File: src/rtl/frame_buffer_arbiter_pkg.sv
// Shared constants and state encoding for the frame buffer arbiter.
// The RAM holds two banks of FRAME_WORDS pixel words each.
package frame_buffer_arbiter_pkg;

    localparam int DEF_ADDR_W  = 7;
    localparam int DEF_DATA_W  = 24;
    localparam int FRAME_WORDS = 128;

    typedef enum logic [1:0] {
        IDLE      = 2'd0,
        CLEAR     = 2'd1,
        SWAP_WAIT = 2'd2
    } state_t;

endpackage

File: src/rtl/frame_buffer_arbiter_bank_clear_engine.sv
// Sweeps every word of the back bank with a latched fill colour.
// The sweep advances only on cycles where the display does not own the RAM port.
module frame_buffer_arbiter_bank_clear_engine
    import frame_buffer_arbiter_pkg::*;
#(
    parameter int ADDR_W = DEF_ADDR_W,
    parameter int DATA_W = DEF_DATA_W
) (
    input  logic              clk_i,
    input  logic              rst_i,
    input  logic              start_i,
    input  logic [DATA_W-1:0] color_i,
    input  logic              active_i,
    input  logic              stall_i,
    output logic              wr_en_o,
    output logic [ADDR_W-1:0] addr_o,
    output logic [DATA_W-1:0] color_o,
    output logic              done_o
);

    logic [ADDR_W-1:0] cnt_q, cnt_d;
    logic [DATA_W-1:0] color_q, color_d;

    assign wr_en_o = active_i & ~stall_i;
    assign addr_o  = cnt_q;
    assign color_o = color_q;
    // The last word is written in the same cycle the counter wraps back to zero.
    assign done_o  = wr_en_o & (cnt_q == ADDR_W'(FRAME_WORDS - 1));

    always_comb begin
        cnt_d   = cnt_q;
        color_d = color_q;
        if (start_i) begin
            cnt_d   = '0;
            color_d = color_i;
        end else if (wr_en_o) begin
            cnt_d = cnt_q + 1'b1;
        end
    end

    always_ff @(posedge clk_i or posedge rst_i) begin
        if (rst_i) begin
            cnt_q   <= '0;
            color_q <= '0;
        end else begin
            cnt_q   <= cnt_d;
            color_q <= color_d;
        end
    end

endmodule

File: src/rtl/frame_buffer_arbiter.sv
// Single-port frame RAM arbiter: display reads beat bank clears beat game writes,
// and the front/back swap is deferred to the display's frame boundary.
module frame_buffer_arbiter
    import frame_buffer_arbiter_pkg::*;
#(
    parameter int ADDR_W = DEF_ADDR_W,
    parameter int DATA_W = DEF_DATA_W
) (
    input  logic              clk,
    input  logic              rst,
    input  logic              disp_rd,
    input  logic [ADDR_W-1:0] disp_addr,
    output logic [DATA_W-1:0] disp_data,
    output logic              disp_valid,
    input  logic              wr_req,
    input  logic [ADDR_W-1:0] wr_addr,
    input  logic [DATA_W-1:0] wr_data,
    output logic              wr_ack,
    input  logic              clr_req,
    input  logic [DATA_W-1:0] clr_color,
    input  logic              swap_req,
    input  logic              frame_sync,
    output logic              front_bank,
    output logic              busy,
    output logic              swap_done,
    output logic [ADDR_W:0]   mem_addr,
    output logic              mem_we,
    output logic [DATA_W-1:0] mem_wdata,
    input  logic [DATA_W-1:0] mem_rdata
);

    state_t state_q, state_d;
    logic   front_q, front_d;
    logic   pend_q, pend_d;
    logic   vld_p1_q;
    logic   swap_done_q;
    logic   swap_fire;
    logic   clr_start;

    logic              clr_wr;
    logic              clr_done;
    logic [ADDR_W-1:0] clr_addr;
    logic [DATA_W-1:0] clr_fill;
    logic              we_sel;

    frame_buffer_arbiter_bank_clear_engine #(
        .ADDR_W (ADDR_W),
        .DATA_W (DATA_W)
    ) u_bank_clear_engine (
        .clk_i    (clk),
        .rst_i    (rst),
        .start_i  (clr_start),
        .color_i  (clr_color),
        .active_i (state_q == CLEAR),
        .stall_i  (disp_rd),
        .wr_en_o  (clr_wr),
        .addr_o   (clr_addr),
        .color_o  (clr_fill),
        .done_o   (clr_done)
    );

    assign wr_ack     = wr_req & ~disp_rd & (state_q == IDLE) & ~rst;
    assign front_bank = front_q;
    assign busy       = (state_q != IDLE) | pend_q;
    assign swap_done  = swap_done_q;
    assign disp_valid = vld_p1_q;
    assign disp_data  = mem_rdata;
    assign mem_we     = we_sel & ~rst;

    always_comb begin
        mem_addr  = {front_q, disp_addr};
        we_sel    = 1'b0;
        mem_wdata = '0;
        if (disp_rd) begin
            mem_addr = {front_q, disp_addr};
        end else if (clr_wr) begin
            mem_addr  = {~front_q, clr_addr};
            we_sel    = 1'b1;
            mem_wdata = clr_fill;
        end else if (wr_ack) begin
            mem_addr  = {~front_q, wr_addr};
            we_sel    = 1'b1;
            mem_wdata = wr_data;
        end
    end

    always_comb begin
        state_d   = state_q;
        front_d   = front_q;
        pend_d    = pend_q;
        clr_start = 1'b0;
        swap_fire = 1'b0;
        case (state_q)
            IDLE: begin
                if (clr_req) begin
                    clr_start = 1'b1;
                    state_d   = CLEAR;
                    if (swap_req) pend_d = 1'b1;
                end else if (swap_req) begin
                    // A swap requested on the frame boundary itself executes immediately.
                    if (frame_sync) begin
                        front_d   = ~front_q;
                        pend_d    = 1'b0;
                        swap_fire = 1'b1;
                    end else begin
                        pend_d  = 1'b1;
                        state_d = SWAP_WAIT;
                    end
                end
            end
            CLEAR: begin
                if (swap_req) pend_d = 1'b1;
                if (clr_done) state_d = (pend_q | swap_req) ? SWAP_WAIT : IDLE;
            end
            SWAP_WAIT: begin
                if (frame_sync) begin
                    front_d   = ~front_q;
                    pend_d    = 1'b0;
                    swap_fire = 1'b1;
                    state_d   = IDLE;
                end
            end
            default: state_d = IDLE;
        endcase
    end

    always_ff @(posedge clk or posedge rst) begin
        if (rst) begin
            state_q     <= IDLE;
            front_q     <= 1'b0;
            pend_q      <= 1'b0;
            swap_done_q <= 1'b0;
        end else begin
            state_q     <= state_d;
            front_q     <= front_d;
            pend_q      <= pend_d;
            swap_done_q <= swap_fire;
        end
    end

    // read data returns from the RAM one cycle after the address
    always_ff @(posedge clk or posedge rst) begin
        if (rst) begin
            vld_p1_q <= 1'b0;
        end else begin
            vld_p1_q <= disp_rd;
        end
    end

endmodule

File: config.mk
export PLATFORM = sky130hd
export DESIGN_NAME = frame_buffer_arbiter
export DESIGN_NICKNAME = d
export VERILOG_FILES = /design/src/rtl/frame_buffer_arbiter_pkg.sv /design/src/rtl/frame_buffer_arbiter_bank_clear_engine.sv /design/src/rtl/frame_buffer_arbiter.sv
export SDC_FILE = /design/constraint.sdc
export NUM_CORES = 1
export LEC_CHECK = 0
export CAP_MARGIN = 20
export CELL_PAD_IN_SITES_DETAIL_PLACEMENT = 0
export CELL_PAD_IN_SITES_GLOBAL_PLACEMENT = 2
export CORE_ASPECT_RATIO = 0.6
export CORE_MARGIN = 2
export CORE_UTILIZATION = 18
export DETAILED_ROUTE_END_ITERATION = 10
export HOLD_SLACK_MARGIN = 0.02
export PLACE_DENSITY = 0.89
export SLEW_MARGIN = 10
export SYNTH_ARGS = -nofsm -noshare
export SYNTH_HDL_FRONTEND = slang
export SYNTH_SLANG_ARGS = --single-unit
File: constraint.sdc
create_clock -name clk -period 3.05 [get_ports clk]
set_clock_uncertainty 0.15 [all_clocks]
set_input_delay 0.7625 -clock clk [delete_from_list [all_inputs] [get_ports clk]]
set_output_delay 0.7625 -clock clk [all_outputs]
set_load 0.05 [all_outputs]
==> reports/results.txt <==
Post-DR wirelength/cell: 13.60 um
Rel. slew slack: 0.6623
Vias per cell: 3.990
GRT Overall Usage: 0.1073
Largest net degree at the start of global routing: 38
Routed via count: 2031
Cell area after synthesis: 0.002191 mm2
CTS Sinks: 37
Clk pwr share: 0.164
Max-cap viol count: 0
Final hold vios: 0
Post-Route WL: 6924 um
Die Area: 0.01310 mm2
Post-synthesis area per instance: 8.728 um2
Critical path origin: rst
Outcome: complete, no violations
H-tree Lvls: 2
Synth cell count leaders: nand2_1 (77), dfrtp_1 (37), a22o_1 (24), buf_4 (24), nor2_1 (13)
FF+latch area: 925.9 um2
Vias in the first global route: 2051
Peak supply drop: 233.5 uV
CTS tree: yes
Flops & latches, synth: 37
Required @ worst endpoint: 2.14 ns
Sequential share of power: 0.269
Placed Instances: 496
Final slew viol count: 0
Cell Pwr Density: 750.6 mW/mm2
WP data arrival: 2.07 ns
Period minus WS final: 2.978 ns
DP HPWL: 4885 um
Finished Layout Cells: 509
Leak: 1.796 nW
Worst Setup End Kind: output port
Site row count: 31
Reg-to-reg startpoint: state_q[1]
Clk slew on worst S/H paths: 0.05 ns
Dominant cells by area after synthesis: dfrtp_1 (42%), nand2_1 (13%), a22o_1 (9.6%)
Post-synthesis sequential area ratio: 0.4226
Area grow syn2layout: 85.04%
Boundary Pins: 155
Most frequent cell after synthesis: nand2_1
Antenna Diode Count: 0
Hold Crit Start: u_bank_clear_engine.color_o[3]
Slew of the pin with the lowest slew margin: 0.5050 ns
Clock root buffer: clkbuf_16
Hold Path Class: reg -> reg
Clk Latency, worst-skew pair: 0.28 ns
Area share of the largest cell type after synthesis: 0.4226
Initial antenna violation count: 0
Fin area: 0.004054 mm2
Combinational fraction of design power: 0.567
Psw: 1.241 mW
Grt ovf: 0
Clock Path Buffers: 2
Multi-input logic area: 0.001170 mm2
Layout cells sized above 1: 0.2326
Die Ht: 89.46 um
Final setup violation count: 0
RSZ-0062 raised after global routing: false
Antenna Nets Post-Route: 0
Hold_buf cts: 0
Core Area: 0.01195 mm2
RePlAce Congestion: 0.7740
Yosys cell types: 31
1st-pass router iterations: 4
Residual DRC: 0
Max Fclk: 0.3358 GHz
Cells after Synth: 251
Placed inst area: 0.003675 mm2
Starting density of the core: 0.1834
FFs w/ async S/R, synth: 1.000
CP Launch Type: input port
Main synth FF type: dfrtp_1
Fillers: 1212
Synthesized net count: 349
Global-route wire length before repair: 10920 um
Sw Ratio: 0.4079
Nets: 441
Drt first-iter violations: 70
PortBufs: 106
Crit path kind: in -> out
P_int: 1.802 mW
CTS buffer count: 5
Cell taking the most area after synthesis: dfrtp_1
Ys Warns: 0
Crit path max fanout: 6
Tot Pwr: 3.043 mW
Final Cycle Share: 0.9763
EDFF count, synth: 0
Die width: 146.4 um
## what timing repair did
item                       4_1_cts  5_1_grt
resized for setup               19       20
setup buffers                    3        0
gates cloned                     2        0
setup endpoints to repair       32       32
pin swaps                        3        8
## cell type report
class,count,share of cell area
Inverter,6,0.005556
Multi-Input combinational cell,171,0.2886
Timing Repair Buffer,122,0.3929
Tap cell,165,0.05093
Sequential cell,37,0.2284
Clock buffer,8,0.03364
## metal layers
| metal | routed length, um | GRT usage |
|---|---|---|
| met1 | 3490 | 0.1440 |
| met2 | 2900 | 0.1630 |
| met3 | 471 | 0.04133 |
| met4 | 61 | 0.02824 |
| met5 | 0 | 0 |
## cells by family after synthesis
| family | count (synthesis) | synth area share |
|---|---|---|
| XOR/XNOR | 8 | 0.03198 |
| multiplexers | 6 | 0.03027 |
| flip-flops | 37 | 0.4226 |
| AO/OA/AOI/OAI | 39 | 0.1491 |
| AND/OR/NAND/NOR | 113 | 0.2205 |
| buffers and inverters | 43 | 0.1171 |
| adder cells (fa/ha/maj) | 5 | 0.02856 |
## worst paths after layout
| check | to | slack [ns] | cells after the start |
|---|---|---|---|
| max reg2reg | state_q[1] | 0.69 | 7 |
| min | u_bank_clear_engine.color_o[3] | 0.33 | 2 |
| max | mem_addr[5] | 0.07 | 8 |
| min reg2reg | u_bank_clear_engine.color_o[3] | 0.33 | 2 |
| max in group asynchronous | u_bank_clear_engine.color_o[0] | 1.71 | 4 |
| min in group asynchronous | front_bank | 0.67 | 4 |
## through the flow
step	worst slack, ns	setup TNS (ns)	util	hold WS (ns)
floorplan	-0.01367	-0.01367	-	0.2961
global placement	-0.1489	-3.967	0.3076	0.3152
detailed placement	-0.1724	-4.386	0.3076	0.3188
CTS	0.01476	0	0.3297	0.3363
global route	0.003917	0	0.3393	0.3586
finish	0.07214	0	0.3393	0.3299
## worst max-delay path, stage by stage
cell and delay [ns]:
clkdlybuf4s15_1 0.18, nand3b_1 0.25, nor3_4 0.21, buf_6 0.16
buf_8 0.13, nand2b_1 0.08, o221a_4 0.13, buf_12 0.15
## power by group through the flow
stage               combinational [mW]  sequential, mW  clock (mW)
finish                            1.72           0.819       0.500
global route                      1.85           0.847       0.544
global placement                  1.59           0.813           0
CTS                               1.68           0.812       0.519
floorplan                        0.965           0.810           0
detailed placement                1.61           0.810           0
## registers in the layout, summed over array words and instances (netlist names)
name,flops
u_bank_clear_engine.addr_o,7
u_bank_clear_engine.color_o,24
disp_valid,1
front_bank,1
pend_q,1
state_q,2
swap_done,1
## cells in the final DEF (no fill, tap or decap), types with 6 or more instances in the layout
| cell type | netlist | final |
|---|---|---|
| buf_12 | 0 | 35 |
| nand2_1 | 77 | 77 |
| nand2b_1 | 8 | 6 |
| a22o_1 | 24 | 19 |
| dfrtp_1 | 37 | 37 |
| clkdlybuf4s50_1 | 0 | 69 |
| nor2_1 | 13 | 12 |
| buf_4 | 24 | 6 |
Note: power is estimated with default switching activity, not from simulation.
==> patch: new RTL, same flow settings <==
`DEF_ADDR_W`: 7 -> 8.
--- a/src/rtl/frame_buffer_arbiter_pkg.sv
+++ b/src/rtl/frame_buffer_arbiter_pkg.sv
@@ -3,5 +3,5 @@
 package frame_buffer_arbiter_pkg;
 
-    localparam int DEF_ADDR_W  = 7;
+    localparam int DEF_ADDR_W  = 8;
     localparam int DEF_DATA_W  = 24;
     localparam int FRAME_WORDS = 128;
Ports: changed (resized disp_addr, mem_addr and wr_addr); port bits go from 155 to 158. The function was not compared with the original's and may differ.
==> patch against the original RTL <==
Sequential cell count grew 1; wire length up 17%; clock power rose by 4.6%; critical path depth shrank 1; area after synthesis up 6.3%; register-to-register slack improved by 320 ps; design area increased by 5.5%; worst setup slack worse by 11 ps; hold slack got worse by 4.5 ps; total power rose by 4.5%.
==> patch: results (changes against the original RTL) <==
| Metric | Value |
|---|---|
| Layout cells sized above 1 | 26.0% (+2.7 points) |
| Net Sw Power | 1310 uW (+5.2%) |
| Hpwl dp | 5730 um (+17%) |
| Met3 Track Usage GR | 4.38% (+0.25 points) |
| Routing usage on met2 | 19.5% (+3.2 points) |
| Most area-consuming cells after synthesis | dfrtp_1 41%, nand2_1 13%, a22o_1 9.0% |
| Peak VDD IR | 0.000231 V (-1.1%) |
| Lkg Pwr | 0.00190 uW (+5.9%) |
| Post-Syn Nets | 371 (+6.3%) |
| Status | finished, final reports clean |
| Post-layout nets | 472 (+7.0%) |
| Vias | 2237 (+10%) |
| Max stage delay cell, worst path | and4bb_2 |
| Total track usage | 11.9% (+1.2 points) |
| Number of port buffers | 109 (+2.8%) |
| Vias in the first global route | 2344 (+14%) |
| Final cell count without fillers | 543 (+6.7%) |
| First-pass GRT wire length | 12800 um (+17%) |
| Slew Limit Headroom | 65.7% (-0.52 points) |
| Met1 GRT Util | 15.4% (+0.99 points) |
| Post-synth top cells | 82 x nand2_1, 38 x dfrtp_1, 25 x buf_4, 24 x a22o_1, 17 x nor2_1 |
| Post-synth cell types | 32 (+3.2%) |
| Slowest cell delay on critical path | 330 ps (+80 ps) |
| Synth Instances | 271 (+8.0%) |
| CP Max Fanout | 12 (+6) |
| Total wire length | 8080 um (+17%) |
| Largest net degree at the start of global routing | 26 (-32%) |
| DR iter-0 viols | 113 (+61%) |
[patch: logic make-up after synthesis]
kind of cell	count (synthesis)	share of synthesized area (%)
xor+xnor	8	3.01
mux	7	3.28
simple gates	117	21.5
buf+inv	47	11.9
compound gates	49	16.8
flops	38	40.8
fa+ha+maj	5	2.69
[patch: stage by stage]
step	instance area [sq um]	power (uW)	hold slack, ps	worst slack [ps]
5_1_grt	4280	3390	361	6.72
3_3_place_gp	3860	2490	309	-164
3_5_place_dp	3860	2530	313	-200
2_1_floorplan	2340	1850	296	-53.1
6_report	4280	3180	325	61.0
4_1_cts	4240	3180	333	8.55
[patch: worst max-delay path, delay by kind of cell]
| kind | cells | cell delay [ps] |
|---|---|---|
| AOI/OAI and AO/OA | 1 | 180 |
| buffers and inverters | 4 | 600 |
| and+or+nand+nor | 2 | 530 |
[patch: path summary, 6_finish.rpt]
path / from / endpoint / slack, ps / cells past startpoint
setup reg to reg: state_q[1] / u_bank_clear_engine.addr_o[6] / 1010 / 7
max in group asynchronous: rst / state_q[0] / 1710 / 4
hold / removal: u_bank_clear_engine.color_o[9] / u_bank_clear_engine.color_o[9] / 330 / 2
min in group asynchronous: rst / u_bank_clear_engine.color_o[16] / 520 / 3
setup / recovery: disp_rd / mem_wdata[16] / 60 / 7
hold reg to reg: u_bank_clear_engine.color_o[9] / u_bank_clear_engine.color_o[9] / 330 / 2
[patch: timing repair]
action	4_1_cts	5_1_grt
cloned	3	0
endpoints found under the setup margin	32	31
gates resized for setup	25	7
pin swaps	4	2
buffers inserted	4	3
[patch: cell type report]
type / instances / area, sq um
Inverter: 7 / 26.3
Clock buffer: 7 / 143
Multi-Input combinational cell: 186 / 1250
Timing Repair Buffer: 134 / 1680
Sequential cell: 38 / 952
Clock inverter: 1 / 5.00
Fill cell: 1289 / 8460
Tap cell: 170 / 213
[patch: metal layers]
layer	share of wire (%)	routed length (um)
met5	0	0
met4	0.16	13
met3	6.3	507
met2	47	3810
met1	46	3750
[patch: power by group through the flow]
stage                     combinational [uW]  clock (uW)  sequential [uW]
final                                   1830         523              830
after detailed placement                1700           0              828
after floorplan                         1020           0              832
after global routing                    1960         578              856
after global placement                  1670           0              822
after CTS                               1790         557              832
